--- config.mk ---
export PLATFORM = sky130hd
export DESIGN_NAME = sdram_hexdump_streamer
export DESIGN_NICKNAME = d
export VERILOG_FILES = /design/src/rtl/sdram_hexdump_pkg.sv /design/src/rtl/sdram_read_fifo.sv /design/src/rtl/sdram_hexdump_streamer.sv
export SDC_FILE = /design/constraint.sdc
export NUM_CORES = 1
export LEC_CHECK = 0
export BUFFER_PORTS_ARGS = -buffer_cell sky130_fd_sc_hd__buf_2
export CAP_MARGIN = 40
export CORE_MARGIN = 5
export CORE_UTILIZATION = 30
export DETAILED_ROUTE_END_ITERATION = 16
export PLACE_DENSITY = 0.58
export SYNTH_ARGS = -nofsm -noshare
export SYNTH_HDL_FRONTEND = slang
export SYNTH_SLANG_ARGS = --single-unit
--- constraint.sdc ---
create_clock -name clk -period 3.7 [get_ports clk]
set_clock_uncertainty 0.15 [all_clocks]
set_input_delay 1.11 -clock clk [delete_from_list [all_inputs] [get_ports clk]]
set_output_delay 1.11 -clock clk [all_outputs]
set_load 0.01 [all_outputs]
--- src/rtl/sdram_hexdump_pkg.sv ---
// Shared types and helpers for the SDRAM hex-dump streamer.
package sdram_hexdump_pkg;

    // Formatter sequence: four hex digits per word, then a separator or line break.
    typedef enum logic [3:0] {
        IDLE,
        HEX3,
        HEX2,
        HEX1,
        HEX0,
        SEP,
        CR,
        LF,
        DONE
    } fmt_state_t;

    localparam logic [7:0] ASCII_SP = 8'h20;
    localparam logic [7:0] ASCII_CR = 8'h0D;
    localparam logic [7:0] ASCII_LF = 8'h0A;

    // Lowercase ASCII hex digit for a nibble ("0"-"9", "a"-"f").
    function automatic logic [7:0] HexASCIIFromNibble(input logic [3:0] nibble);
        if (nibble < 4'd10) begin
            return 8'h30 + {4'h0, nibble};
        end
        return 8'h57 + {4'h0, nibble};
    endfunction

endpackage

--- src/rtl/sdram_read_fifo.sv ---
// Small synchronous FIFO buffering SDRAM read data ahead of the formatter.
// rdata shows the head entry whenever the FIFO is non-empty.
module sdram_read_fifo #(
    parameter int FifoDepth = 4,
    parameter int DataWidth = 16
) (
    input  logic                       clk,
    input  logic                       rst,
    input  logic                       push,
    input  logic                       pop,
    input  logic [DataWidth-1:0]       wdata,
    output logic [DataWidth-1:0]       rdata,
    output logic                       empty,
    output logic                       full,
    output logic [$clog2(FifoDepth):0] count
);

    localparam int PtrWidth   = $clog2(FifoDepth);
    localparam int CountWidth = PtrWidth + 1;
    localparam logic [CountWidth-1:0] FULL_COUNT = CountWidth'(FifoDepth);

    logic [DataWidth-1:0] mem [FifoDepth];
    logic [PtrWidth-1:0]  rd_ptr;
    logic [PtrWidth-1:0]  wr_ptr;
    logic                 do_push;
    logic                 do_pop;

    assign empty   = (count == '0);
    assign full    = (count == FULL_COUNT);
    assign do_pop  = pop && !empty;
    assign do_push = push && (!full || do_pop);
    assign rdata   = mem[rd_ptr];

    // Storage write; no reset needed since count gates visibility.
    always_ff @(posedge clk) begin
        if (do_push) begin
            mem[wr_ptr] <= wdata;
        end
    end

    // Pointer and occupancy tracking; pointers wrap naturally (power-of-2 depth).
    always_ff @(posedge clk) begin
        if (rst) begin
            rd_ptr <= '0;
            wr_ptr <= '0;
            count  <= '0;
        end else begin
            if (do_push) begin
                wr_ptr <= wr_ptr + PtrWidth'(1);
            end
            if (do_pop) begin
                rd_ptr <= rd_ptr + PtrWidth'(1);
            end
            count <= count + CountWidth'(do_push) - CountWidth'(do_pop);
        end
    end

endmodule

--- src/rtl/sdram_hexdump_streamer.sv ---
// Reads a region of SDRAM word by word and streams it to the UART as
// lowercase hex text, WordsPerLine words per line.
module sdram_hexdump_streamer #(
    parameter int AddrWidth    = 23,
    parameter int DataWidth    = 16,
    parameter int FifoDepth    = 4,
    parameter int WordsPerLine = 8
) (
    input  logic                 clk,
    input  logic                 rst,
    input  logic                 start,
    input  logic [AddrWidth-1:0] startAddr,
    input  logic [15:0]          wordCount,
    output logic                 busy,
    output logic                 done,
    output logic                 error,
    input  logic                 cmdReady,
    output logic                 cmdTrigger,
    output logic                 cmdWrite,
    output logic [AddrWidth-1:0] cmdAddr,
    input  logic [DataWidth-1:0] cmdReadData,
    input  logic                 cmdReadDataValid,
    output logic                 uartTransmit,
    output logic [7:0]           uartTxByte,
    input  logic                 uartTransmitting
);

    import sdram_hexdump_pkg::*;

    localparam int CountWidth   = $clog2(FifoDepth) + 1;
    localparam int LineColWidth = (WordsPerLine > 1) ? $clog2(WordsPerLine) : 1;
    localparam logic [LineColWidth-1:0] LAST_COL = LineColWidth'(WordsPerLine - 1);
    localparam logic [CountWidth:0]     RESERVE_LIMIT = (CountWidth + 1)'(FifoDepth);

    fmt_state_t             state;
    fmt_state_t             state_next;
    logic [AddrWidth-1:0]   addr;
    logic [15:0]            issue_remain;
    logic [15:0]            fmt_remain;
    logic [LineColWidth-1:0] line_col;
    logic [CountWidth-1:0]  outstanding;
    logic [DataWidth-1:0]   word;

    logic                   start_accept;
    logic                   cmd_accept;
    logic                   can_send;
    logic                   send;
    logic [7:0]             send_byte;
    logic                   word_done;
    logic                   finish;

    logic                   fifo_push;
    logic                   fifo_pop;
    logic [DataWidth-1:0]   fifo_rdata;
    logic                   fifo_empty;
    logic                   fifo_full;
    logic [CountWidth-1:0]  fifo_count;
    logic [CountWidth:0]    reserved;
    logic                   stray_data;
    logic                   overflow;

    assign cmdWrite     = 1'b0;
    assign cmdAddr      = addr;
    assign start_accept = start && !busy;
    assign cmd_accept   = cmdTrigger && cmdReady;
    assign can_send     = !uartTransmit && !uartTransmitting;
    assign fifo_push    = cmdReadDataValid && (outstanding != '0);
    assign stray_data   = cmdReadDataValid && (outstanding == '0);
    assign overflow     = fifo_push && fifo_full && !fifo_pop;
    assign reserved     = {1'b0, fifo_count} + {1'b0, outstanding};

    sdram_read_fifo #(
        .FifoDepth(FifoDepth),
        .DataWidth(DataWidth)
    ) u_fifo (
        .clk  (clk),
        .rst  (rst),
        .push (fifo_push),
        .pop  (fifo_pop),
        .wdata(cmdReadData),
        .rdata(fifo_rdata),
        .empty(fifo_empty),
        .full (fifo_full),
        .count(fifo_count)
    );

    // Formatter state register.
    always_ff @(posedge clk) begin
        if (rst) begin
            state <= IDLE;
        end else begin
            state <= state_next;
        end
    end

    // Formatter next-state and byte selection; a byte leaves only when the UART path is free.
    always_comb begin
        state_next = state;
        fifo_pop   = 1'b0;
        send       = 1'b0;
        send_byte  = '0;
        word_done  = 1'b0;
        finish     = 1'b0;
        case (state)
            IDLE: begin
                if (busy && !fifo_empty) begin
                    fifo_pop   = 1'b1;
                    state_next = HEX3;
                end
            end
            HEX3: begin
                send_byte = HexASCIIFromNibble(word[15:12]);
                if (can_send) begin
                    send       = 1'b1;
                    state_next = HEX2;
                end
            end
            HEX2: begin
                send_byte = HexASCIIFromNibble(word[11:8]);
                if (can_send) begin
                    send       = 1'b1;
                    state_next = HEX1;
                end
            end
            HEX1: begin
                send_byte = HexASCIIFromNibble(word[7:4]);
                if (can_send) begin
                    send       = 1'b1;
                    state_next = HEX0;
                end
            end
            HEX0: begin
                send_byte = HexASCIIFromNibble(word[3:0]);
                if (can_send) begin
                    send      = 1'b1;
                    word_done = 1'b1;
                    if (fmt_remain == 16'd1 || line_col == LAST_COL) begin
                        state_next = CR;
                    end else begin
                        state_next = SEP;
                    end
                end
            end
            SEP: begin
                send_byte = ASCII_SP;
                if (can_send) begin
                    send       = 1'b1;
                    state_next = (fmt_remain != '0) ? IDLE : DONE;
                end
            end
            CR: begin
                send_byte = ASCII_CR;
                if (can_send) begin
                    send       = 1'b1;
                    state_next = LF;
                end
            end
            LF: begin
                send_byte = ASCII_LF;
                if (can_send) begin
                    send       = 1'b1;
                    state_next = (fmt_remain != '0) ? IDLE : DONE;
                end
            end
            DONE: begin
                finish     = 1'b1;
                state_next = IDLE;
            end
            default: state_next = IDLE;
        endcase
    end

    // Formatter datapath: current word, word/column counters and the UART byte register.
    always_ff @(posedge clk) begin
        if (rst) begin
            word         <= '0;
            fmt_remain   <= '0;
            line_col     <= '0;
            uartTransmit <= 1'b0;
            uartTxByte   <= '0;
        end else begin
            uartTransmit <= send;
            if (send) begin
                uartTxByte <= send_byte;
            end
            if (fifo_pop) begin
                word <= fifo_rdata;
            end
            if (start_accept) begin
                fmt_remain <= wordCount;
                line_col   <= '0;
            end else if (word_done) begin
                fmt_remain <= fmt_remain - 16'd1;
                line_col   <= (state_next == CR) ? '0 : line_col + LineColWidth'(1);
            end
        end
    end

    // Run control: busy window, done pulse and sticky error.
    always_ff @(posedge clk) begin
        if (rst) begin
            busy  <= 1'b0;
            done  <= 1'b0;
            error <= 1'b0;
        end else begin
            done <= 1'b0;
            if (start_accept) begin
                error <= 1'b0;
                if (wordCount == '0) begin
                    done <= 1'b1;
                end else begin
                    busy <= 1'b1;
                end
            end
            if (finish) begin
                done <= 1'b1;
                busy <= 1'b0;
            end
            if (stray_data || overflow) begin
                error <= 1'b1;
            end
        end
    end

    // Read issue: a command is raised only when a FIFO slot is reserved for its data;
    // acceptance always drops cmdTrigger for at least one cycle.
    always_ff @(posedge clk) begin
        if (rst) begin
            cmdTrigger   <= 1'b0;
            addr         <= '0;
            issue_remain <= '0;
            outstanding  <= '0;
        end else begin
            if (start_accept) begin
                addr         <= startAddr;
                issue_remain <= wordCount;
            end else if (cmd_accept) begin
                cmdTrigger   <= 1'b0;
                addr         <= addr + AddrWidth'(1);
                issue_remain <= issue_remain - 16'd1;
            end else if (busy && !cmdTrigger && issue_remain != '0 && reserved < RESERVE_LIMIT) begin
                cmdTrigger <= 1'b1;
            end
            outstanding <= outstanding + CountWidth'(cmd_accept) - CountWidth'(fifo_push);
        end
    end

endmodule

==> run metrics, run 1 <==
clock buffer depth 2; drt via density 5.24; setup TNS 0 ns; crit path DAT 3.16 ns; run status finished, final reports clean; Pre-antenna DRT Iters 5; DR DRC count 0; final slew viol count 0; period utilization between 80% and 90%; WP data required just under 4 ns; hpwl dp 14100 um; RePlAce Congestion between 0.8 and 0.9; mapped cell area 0.00801 mm2; r2r setup slk a little under 0.7 ns; commonest non-fill, non-tap cell in the layout dfxtp_1; PD cells 552 mW/mm2; Final Hold Viols 0; Reg clk slew, reported paths 0.07 ns; share of layout cells above drive strength 1 a little over a fifth; Clock H-tree levels 4; Setup Fix Bufs, Post-CTS 0; Setup crit end u_fifo.count[2]; Num CTS Buffers 17; # resized after CTS 0; pin count of the biggest net entering global routing 38; Syn Inst Count between 700 and 800; leading post-synthesis cells by cell area dfxtp_1, edfxtp_1, mux4_2; R2R Path End u_fifo.count[2]; Syn. warnings 0; crit path from state[2]; number of flops mapped to enable cells by yosys between 60 and 70; ys async rst share 0%; PortBufs 95; Worst-Margin Slew 0.837 ns; initial antenna violation count 1; Tot Pwr just over 5 mW; num ports between 90 and 100; area of the die approximately 0.030 mm2; Sinks on Clock Net between 150 and 200; area delta synth->final 17.1%; CP Class register to register; clk_lat worst skew 0.43 ns; Rel. slew slack approximately 44%; initial DRC count about 370; routed wire length slightly below 20000 um; Seq/Total Area, Yosys between 40 and 50%; Max Clk Rate approximately 330 MHz; Synth top area share about a quarter; diodes inserted 0; Post-CTS Hold Fix Bufs 0; Nets approximately 940; largest area contributor in the netlist dfxtp_1; Avg Inst Size Synth between 10 and 15 um2; total grt overflow 0; RSZ-0062 raised after global routing no; TritonCTS clock tree built; routed len/inst approximately 16 um; endpoint class of the critical path register; # rows between 50 and 60; reg2reg start state[2]; vias in the first global route around 6000; Setup violations, final 0; antenna viol nets, final 0; Leakage Power 3.32 nW; GRT Util Overall approximately an eighth; top_reg_cell synth dfxtp_1; Netlist cell types about 70; flops & latches, synth approximately 160; CP max FO 18; Die X between 150 and 200 um; vias between 6000 and 7000; number of max-cap violations 0; Worst VDD drop between 300 and 400 uV; Die H approximately 170 um; initial core utilization a little under a third; Clock Tree Root clkbuf_16; Core Footprint 0.0262 mm2; commonest cells after routing, fill and taps aside dfxtp_1, buf_2, edfxtp_1; first-pass GRT wire length 32000 um; Final min period between 3 and 4 ns; FF-to-FF path depth 10; Startpoint Class register; HP Class register to register
## final cells by class
class | count | area (um2)
repair buffers | 114 | 621
well taps | 335 | 419
inverters | 34 | 128
clock buffers | 17 | 425
fillers | 2632 | 16800
multi-input cells | 527 | 3700
flip-flops and latches | 164 | 3920
clock inverters | 15 | 168
## registers in the layout, indices dropped and copies added (netlist names)
name           flops
busy               1
cmdAddr           23
cmdTrigger         1
done               1
error              1
fmt_remain        16
issue_remain      16
line_col           3
outstanding        3
state              4
u_fifo.count       3
u_fifo.mem        64
u_fifo.rd_ptr      2
u_fifo.wr_ptr      2
uartTransmit       1
uartTxByte         7
word              16
## synth_stat cells, drive strengths merged, types with 4 or more instances
library cell / number
nor4: 16
mux4: 16
o31ai: 14
xor2: 18
nand4: 24
edfxtp: 64
and4b: 4
o32a: 5
dfxtp: 100
a21oi: 51
or3: 7
nand3: 26
nor3: 12
nor2b: 9
and3b: 5
nor4b: 7
ha: 20
nand2: 62
xnor2: 18
inv: 33
nor2: 32
clkbuf: 38
a211oi: 12
or4: 18
or2: 6
o211ai: 8
and3: 6
o21ai: 47
and4: 6
a31oi: 30
buf: 15
## how the worst min path moves through the flow
stage | cells after the start | to | slack, ns | startpoint
2_1_floorplan | 1 | state[3] | 0.28 | fmt_remain[15]
3_3_place_gp | 2 | error | 0.29 | error
3_5_place_dp | 2 | word[12] | 0.30 | word[12]
4_1_cts | 2 | word[12] | 0.31 | word[12]
5_1_grt | 2 | word[12] | 0.32 | word[12]
6_report | 2 | word[12] | 0.31 | word[12]
## critical path, cell delays in order (launching register included)
cell and delay, ns:
dfxtp_1 0.59, nor4_1 0.18, nand3_2 0.12, clkinv_1 0.41, ha_1 0.47, inv_1 0.04
ha_1 0.18, fa_1 0.38, xnor2_1 0.18, xnor2_1 0.13, nor2_1 0.05
## cells by family (layout without fill, tap and decap cells)
kind of cell	Yosys count	after routing	share of synthesized area, %
adders and majority gates	22	22	3.62
muxes	18	18	4.75
and+or+nand+nor	257	257	18.7
xor gates and xnor gates	36	36	3.94
DFF	164	164	49.0
buffers and inverters	87	180	4.92
other	1	2	0.0468
AOI/OAI and AO/OA	192	192	15.1
## metrics by stage
step	area [um2]	hold slack (ns)	cells	utilization, %	worst slack, ns
after floorplan	8010	0.285	778	-	0.463
after global placement	8780	0.292	1173	33.5	0.724
after detailed placement	8790	0.298	1174	33.5	0.680
after CTS	9380	0.307	1206	35.8	0.683
after global routing	9380	0.319	1206	35.8	0.333
final	9380	0.306	1206	35.8	0.692
## metal layers
layer / vias to the layer above / part of all wire [%] / track usage (%)
li1: 3110 / - / -
met1: 3044 / 48 / 17.5
met2: 150 / 46 / 20.9
met3: 19 / 5.2 / 3.34
met4: 2 / 0.99 / 2.86
met5: - / 0.066 / 0
## power by group
| part | switching, mW | internal, mW | leakage [nW] |
|---|---|---|---|
| sequential | 0.189 | 2.10 | 1.40 |
| combinational | 0.595 | 0.487 | 1.63 |
| clock | 0.787 | 1.02 | 0.290 |
| total | 1.57 | 3.61 | 3.32 |
Power figures use the tool's default switching activity.
==> run 2, diff against run 1 <==
- ABC_AREA: unset -> 1
- PLACE_DENSITY: 0.58 -> 0.59
- clock period: 3.7 -> 2.4 ns (I/O delays scaled with it)
==> run 2 against run 1 <==
Effect of this change: cell count rose by 30%; critical path depth did not move; global-route usage rose by 1.4 points; synthesized cell count rose by 37%; sequential share of layout area fell by 2.6 points; first-iteration DRC count rose by 70%; combinational power rose by 82%; non-clock buffer count rose by 14; sequential power rose by 52%.
==> run metrics, run 2 <==
run status finished, final reports clean; RSZ-0062 raised after global routing no; area of the die 0.0311 mm2; routed len/inst ~14 um; mapped cell area slightly above 0.008 mm2; Hold EP uartTxByte[5]; commonest cells after routing, fill and taps aside nand2_1, nor2_1, inv_1; Max Clk Rate roughly 450 MHz; number of flops mapped to enable cells by yosys between 60 and 70; Final min period roughly 2.2 ns; Netlist cell types 46; Synth Area in XOR/XNOR ~2.6%; FF-to-FF path depth 10; Final Hold Viols 0; hold path cells 2; largest family of logic cells by synthesized area simple AND/OR/NAND/NOR gates; num ports 98; crit path DAT between 2 and 2.5 ns; Post-CTS Hold Fix Bufs 0; HP Class register to register; R2R Path End outstanding[2]; r2r setup slk approximately 0.2 ns; routed wire length about 22000 um; area delta synth->final 20.6%; Logic pwr share 23.7%; Multi-input gate area 0.00376 mm2; Non-Filler Instances around 1600; Setup violations, final 0; number of max-cap violations 0; Leakage Power 4.24 nW; reg2reg start outstanding[2]; GRT Util Overall between 10% and 20%; FF+latch area between 0.003 and 0.004 mm2; Synth top area share between 20% and 30%; Num CTS Buffers 17; Syn Inst Count 1066; hpwl dp roughly 16000 um; DR DRC count 0; Worst VDD drop approximately 470 uV; setup TNS 0 ns; flops & latches, synth between 150 and 200; total grt overflow 0; filler cell count 2791; PD cells roughly 830 mW/mm2; largest area contributor in the netlist dfxtp_1; Die H approximately 180 um; Seq/Total Area, Yosys a little under half; Pre-antenna DRT Iters 6; Startpoint Class register; PortBufs between 90 and 100; # resized after CTS 0; max FFs per register 64; placed cells around 1500; vias 7376; TritonCTS clock tree built; Die X approximately 180 um; Synth Area in Compound Gates between 10% and 20%; switching power approximately 2.8 mW; Clock Tree Root clkbuf_16; Tot Pwr a little over 8 mW; initial antenna violation count 0; pin count of the biggest net entering global routing 45; # rows 60; top_reg_cell synth dfxtp_1; post-synthesis adder-cell area fraction 3.50%; Rel. slew slack a little over three fifths; multiplexer share of the synthesized area 0%; Nets 1263; count leader, synth nand2_1; WP data required around 2.6 ns; RePlAce Congestion ~0.89; leading post-synthesis cells by cell area dfxtp_1, edfxtp_1, nand2_1; Simple-Gate Fraction of Synth Area 23.6%; Reg clk slew, reported paths around 0.07 ns; WHS 0.321 ns; Worst-Margin Slew between 0.5 and 0.6 ns; clock buffer depth 2; vias in the first global route between 7000 and 8000; final slew viol count 0; ys async rst share 0%; initial DRC count 620; Clock H-tree levels 4; drt via density approximately 4.7; CP max FO 3; Avg Inst Size Synth just under 8 um2; clk_lat worst skew 0.44 ns; period utilization slightly above 90%; CP Class register to register; Syn. warnings 0; Synth top cells by count nand2_1, nor2_1, inv_1; Core Footprint between 0.02 and 0.03 mm2; switching share of power between 30% and 40%; Sinks on Clock Net 164; first-pass GRT wire length 36200 um; endpoint class of the critical path register; antenna viol nets, final 0; Int Power ~5.4 mW; commonest non-fill, non-tap cell in the layout nand2_1; Setup Fix Bufs, Post-CTS 0; Clk network pwr share around 34%; Largest Register u_fifo.mem; Flop pwr share 42.1%; share of layout cells above drive strength 1 15.5%; Min-Delay Startpoint uartTxByte[5]; initial core utilization between 30% and 40%
[run 2: critical path, stage by stage (launching register included)]
cell and delay (ns):
dfxtp_1 0.34, nor3_1 0.25, nor2_1 0.10, ha_1 0.29, inv_1 0.05, ha_1 0.13, inv_1 0.05, fa_1 0.37
xor2_1 0.16, o21ai_0 0.15, a21oi_1 0.05
[run 2: power groups by stage]
| stage | logic (mW) | registers (mW) | clock network (mW) |
|---|---|---|---|
| floorplan | 1.28 | 3.54 | 0 |
| CTS | 1.99 | 3.49 | 2.90 |
| finish | 1.97 | 3.49 | 2.83 |
| global placement | 1.95 | 3.54 | 0 |
| global route | 2.27 | 3.53 | 3.02 |
| detailed placement | 1.98 | 3.55 | 0 |
[run 2: kinds of logic after synthesis]
family                   count (synthesis)
adder cells (fa/ha/maj)                 22
other                                    1
XOR/XNOR                                25
AO/OA/AOI/OAI                          234
buffers and inverters                  155
AND/OR/NAND/NOR                        465
flip-flops                             164
[run 2: worst max-delay path by stage]
stage               cells past startpoint               end  slack [ns]        startpoint
floorplan                               4  u_fifo.mem[0][0]        0.10  cmdReadDataValid
global placement                       11    outstanding[2]       -0.09  cmdReadDataValid
detailed placement                     11    outstanding[2]        -0.1  cmdReadDataValid
CTS                                    10    outstanding[2]        0.19    outstanding[2]
global route                           10   u_fifo.count[2]        0.06   u_fifo.count[1]
finish                                 10    outstanding[2]        0.20    outstanding[2]
[run 2: cell type report]
class | count | area share, %
diodes | 1 | 0.0250
clock buffers | 17 | 4.25
clock inverters | 15 | 1.79
inverters | 121 | 4.66
multi-input cells | 748 | 37.6
flip-flops and latches | 164 | 39.2
well taps | 372 | 4.65
repair buffers | 128 | 7.85
[run 2: per-stage QoR]
step	util [%]	instance area (um2)	setup WS [ns]
floorplan	-	8300	0.103
global placement	34.7	9400	-0.0878
detailed placement	34.7	9400	-0.0958
CTS	36.9	10000	0.186
global route	36.9	10000	0.0556
finish	36.9	10000	0.200
[run 2: metal layers]
layer	up-vias	part of all wire, %	GRT usage (%)	wire length, um
li1	3777	-	-	-
met1	3375	48	19.6	10700
met2	191	44	22.8	9860
met3	33	5.1	2.93	1130
met4	0	2.1	4.71	474
met5	-	0	0	0
==> run 3, diff against run 2 <==
- ABC_AREA: 1 -> unset
==> run 3 against run 2 <==
Effect of this change: sequential share of layout area up 0.93 points; maximum frequency fell by 3.4%; wire length is 12% lower; count of clock-buffer cells in the layout stayed put; die area is 3.3% lower; utilization is 0.39 points higher; combinational power fell by 2%; sequential power rose by 1%; cell count down 21%; global-route usage is 1.2 points lower; non-clock buffer count rose by 16; highest routed layer unchanged.
==> run metrics, run 3 (synthesis results as in run 1) <==
period utilization a little over nine tenths; WP data required approximately 2.6 ns; Max Clk Rate 439 MHz; Final min period 2.28 ns; RePlAce Congestion ~0.8; endpoint class of the critical path register; commonest non-fill, non-tap cell in the layout dfxtp_1; Die X 173 um; diodes inserted 0; crit path DAT between 2 and 2.5 ns; grt met2 use 21.3%; routed len/inst 15.9 um; Logic pwr share 23.6%; initial core utilization a little over 30%; antenna viol nets, final 0; switching power approximately 2.6 mW; final slew viol count 0; Reg clk slew, reported paths 0.07 ns; Int Power ~5.6 mW; switching share of power 31.7%; total grt overflow 0; area of the die 0.0301 mm2; GRT busiest layer met2; GR Layer Usage met1 between 15 and 20%; pin count of the biggest net entering global routing 51; Final Hold Viols 0; Setup violations, final 0; crit path from u_fifo.count[0]; commonest cells after routing, fill and taps aside dfxtp_1, buf_2, edfxtp_1; Worst-Margin Slew 0.696 ns; hpwl dp between 10000 and 15000 um; vias in the first global route between 6000 and 7000; filler cell count around 2600; Die H 173 um; Startpoint Class register; Flop pwr share a little over two fifths; drt via density 5.14; Num CTS Buffers 17; Rel. slew slack between 50% and 60%; max FFs per register between 60 and 70; num ports 98; # rows 59; share of layout cells above drive strength 1 approximately 26%; initial DRC count ~380; clock buffer depth 2; first-pass GRT wire length 32800 um; initial antenna violation count 0; TritonCTS clock tree built; GRT Util Overall about an eighth; clk_lat worst skew between 0.4 and 0.5 ns; Pre-antenna DRT Iters 5; Tot Pwr just over 8 mW; Leakage Power approximately 3.5 nW; Clock Tree Root clkbuf_16; RSZ-0062 raised after global routing no; reg2reg start u_fifo.count[0]; Clock H-tree levels 4; Sinks on Clock Net roughly 160; Nets a little under 1000; number of max-cap violations 0; Non-Filler Instances between 1000 and 1500; area delta synth->final 22.1%; CP Class register to register; Post-CTS Hold Fix Bufs 0; PortBufs 95; Largest Register u_fifo.mem; Clk network pwr share between 30% and 40%; HP Class register to register; CP max FO 4; placed cells between 1000 and 1500; met3 track demand over resource under 10%; routed wire length about 20000 um; Worst VDD drop approximately 490 uV; PD cells between 800 and 900 mW/mm2; Core Footprint between 0.02 and 0.03 mm2; Min-Delay Startpoint error; run status finished, final reports clean; DR DRC count 0; vias 6358
-- run 3: cell count changes in the layout (fill, tap and decap cells not counted), sizes merged, moves of 17 or more --
cell	change
nand3	-33
o22ai	-17
inv	-89
a21oi	-20
o21ai	-62
or4	+18
nor2	-129
nand2	-156
-- run 3: area by class of cell --
type | instances | area, um2 | area share (%)
Timing Repair Buffer | 144 | 906 | 9.26
Inverter | 34 | 135 | 1.38
Sequential cell | 164 | 3930 | 40.1
Clock buffer | 17 | 425 | 4.35
Clock inverter | 15 | 171 | 1.75
Multi-Input combinational cell | 527 | 3800 | 38.8
Tap cell | 335 | 419 | 4.29
-- run 3: stage by stage --
stage	TNS, ns	worst slack [ns]	instance area, um2	util, %	hold slack, ns
finish	0	0.123	9780	37.3	0.315
CTS	0	0.0537	9770	37.3	0.318
global placement	-0.0412	-0.0412	9170	35.0	0.296
global route	0	0.00250	9780	37.3	0.331
detailed placement	-0.0644	-0.0644	9170	35.0	0.309
floorplan	-0.195	-0.124	8140	-	0.285
-- run 3: power by group through the flow --
stage | Sequential (mW) | Clock [mW] | Combinational (mW)
detailed placement | 3.59 | 0 | 1.96
finish | 3.53 | 2.71 | 1.93
global placement | 3.58 | 0 | 1.93
global route | 3.58 | 2.90 | 2.18
floorplan | 3.53 | 0 | 1.36
CTS | 3.53 | 2.78 | 1.97
-- run 3: critical path: stages, from the launching register on --
cell	delay, ns
dfxtp_2	0.34
or3_4	0.40
nand3_4	0.11
clkinv_4	0.06
ha_4	0.25
inv_2	0.03
ha_4	0.14
fa_2	0.35
xnor2_2	0.14
xnor2_1	0.14
nor2_1	0.05
-- run 3: repair_timing --
action	4_1_cts	5_1_grt
setup buffers	0	1
setup endpoints to repair	0	7
resized for setup	0	2
-- run 3: layer usage --
layer  wire length, um  vias to the layer above
met5                 0                        -
met4               131                        0
met2              8840                      140
met1              9560                     3040
li1                  -                     3168
met3              1080                       10
-- run 3: final timing paths --
check | endpoint | slack, ns | cells past startpoint
worst max-delay path | u_fifo.count[2] | 0.12 | 10
worst min-delay path | error | 0.31 | 2
worst max register to register | u_fifo.count[2] | 0.12 | 10
worst min register to register | error | 0.31 | 2
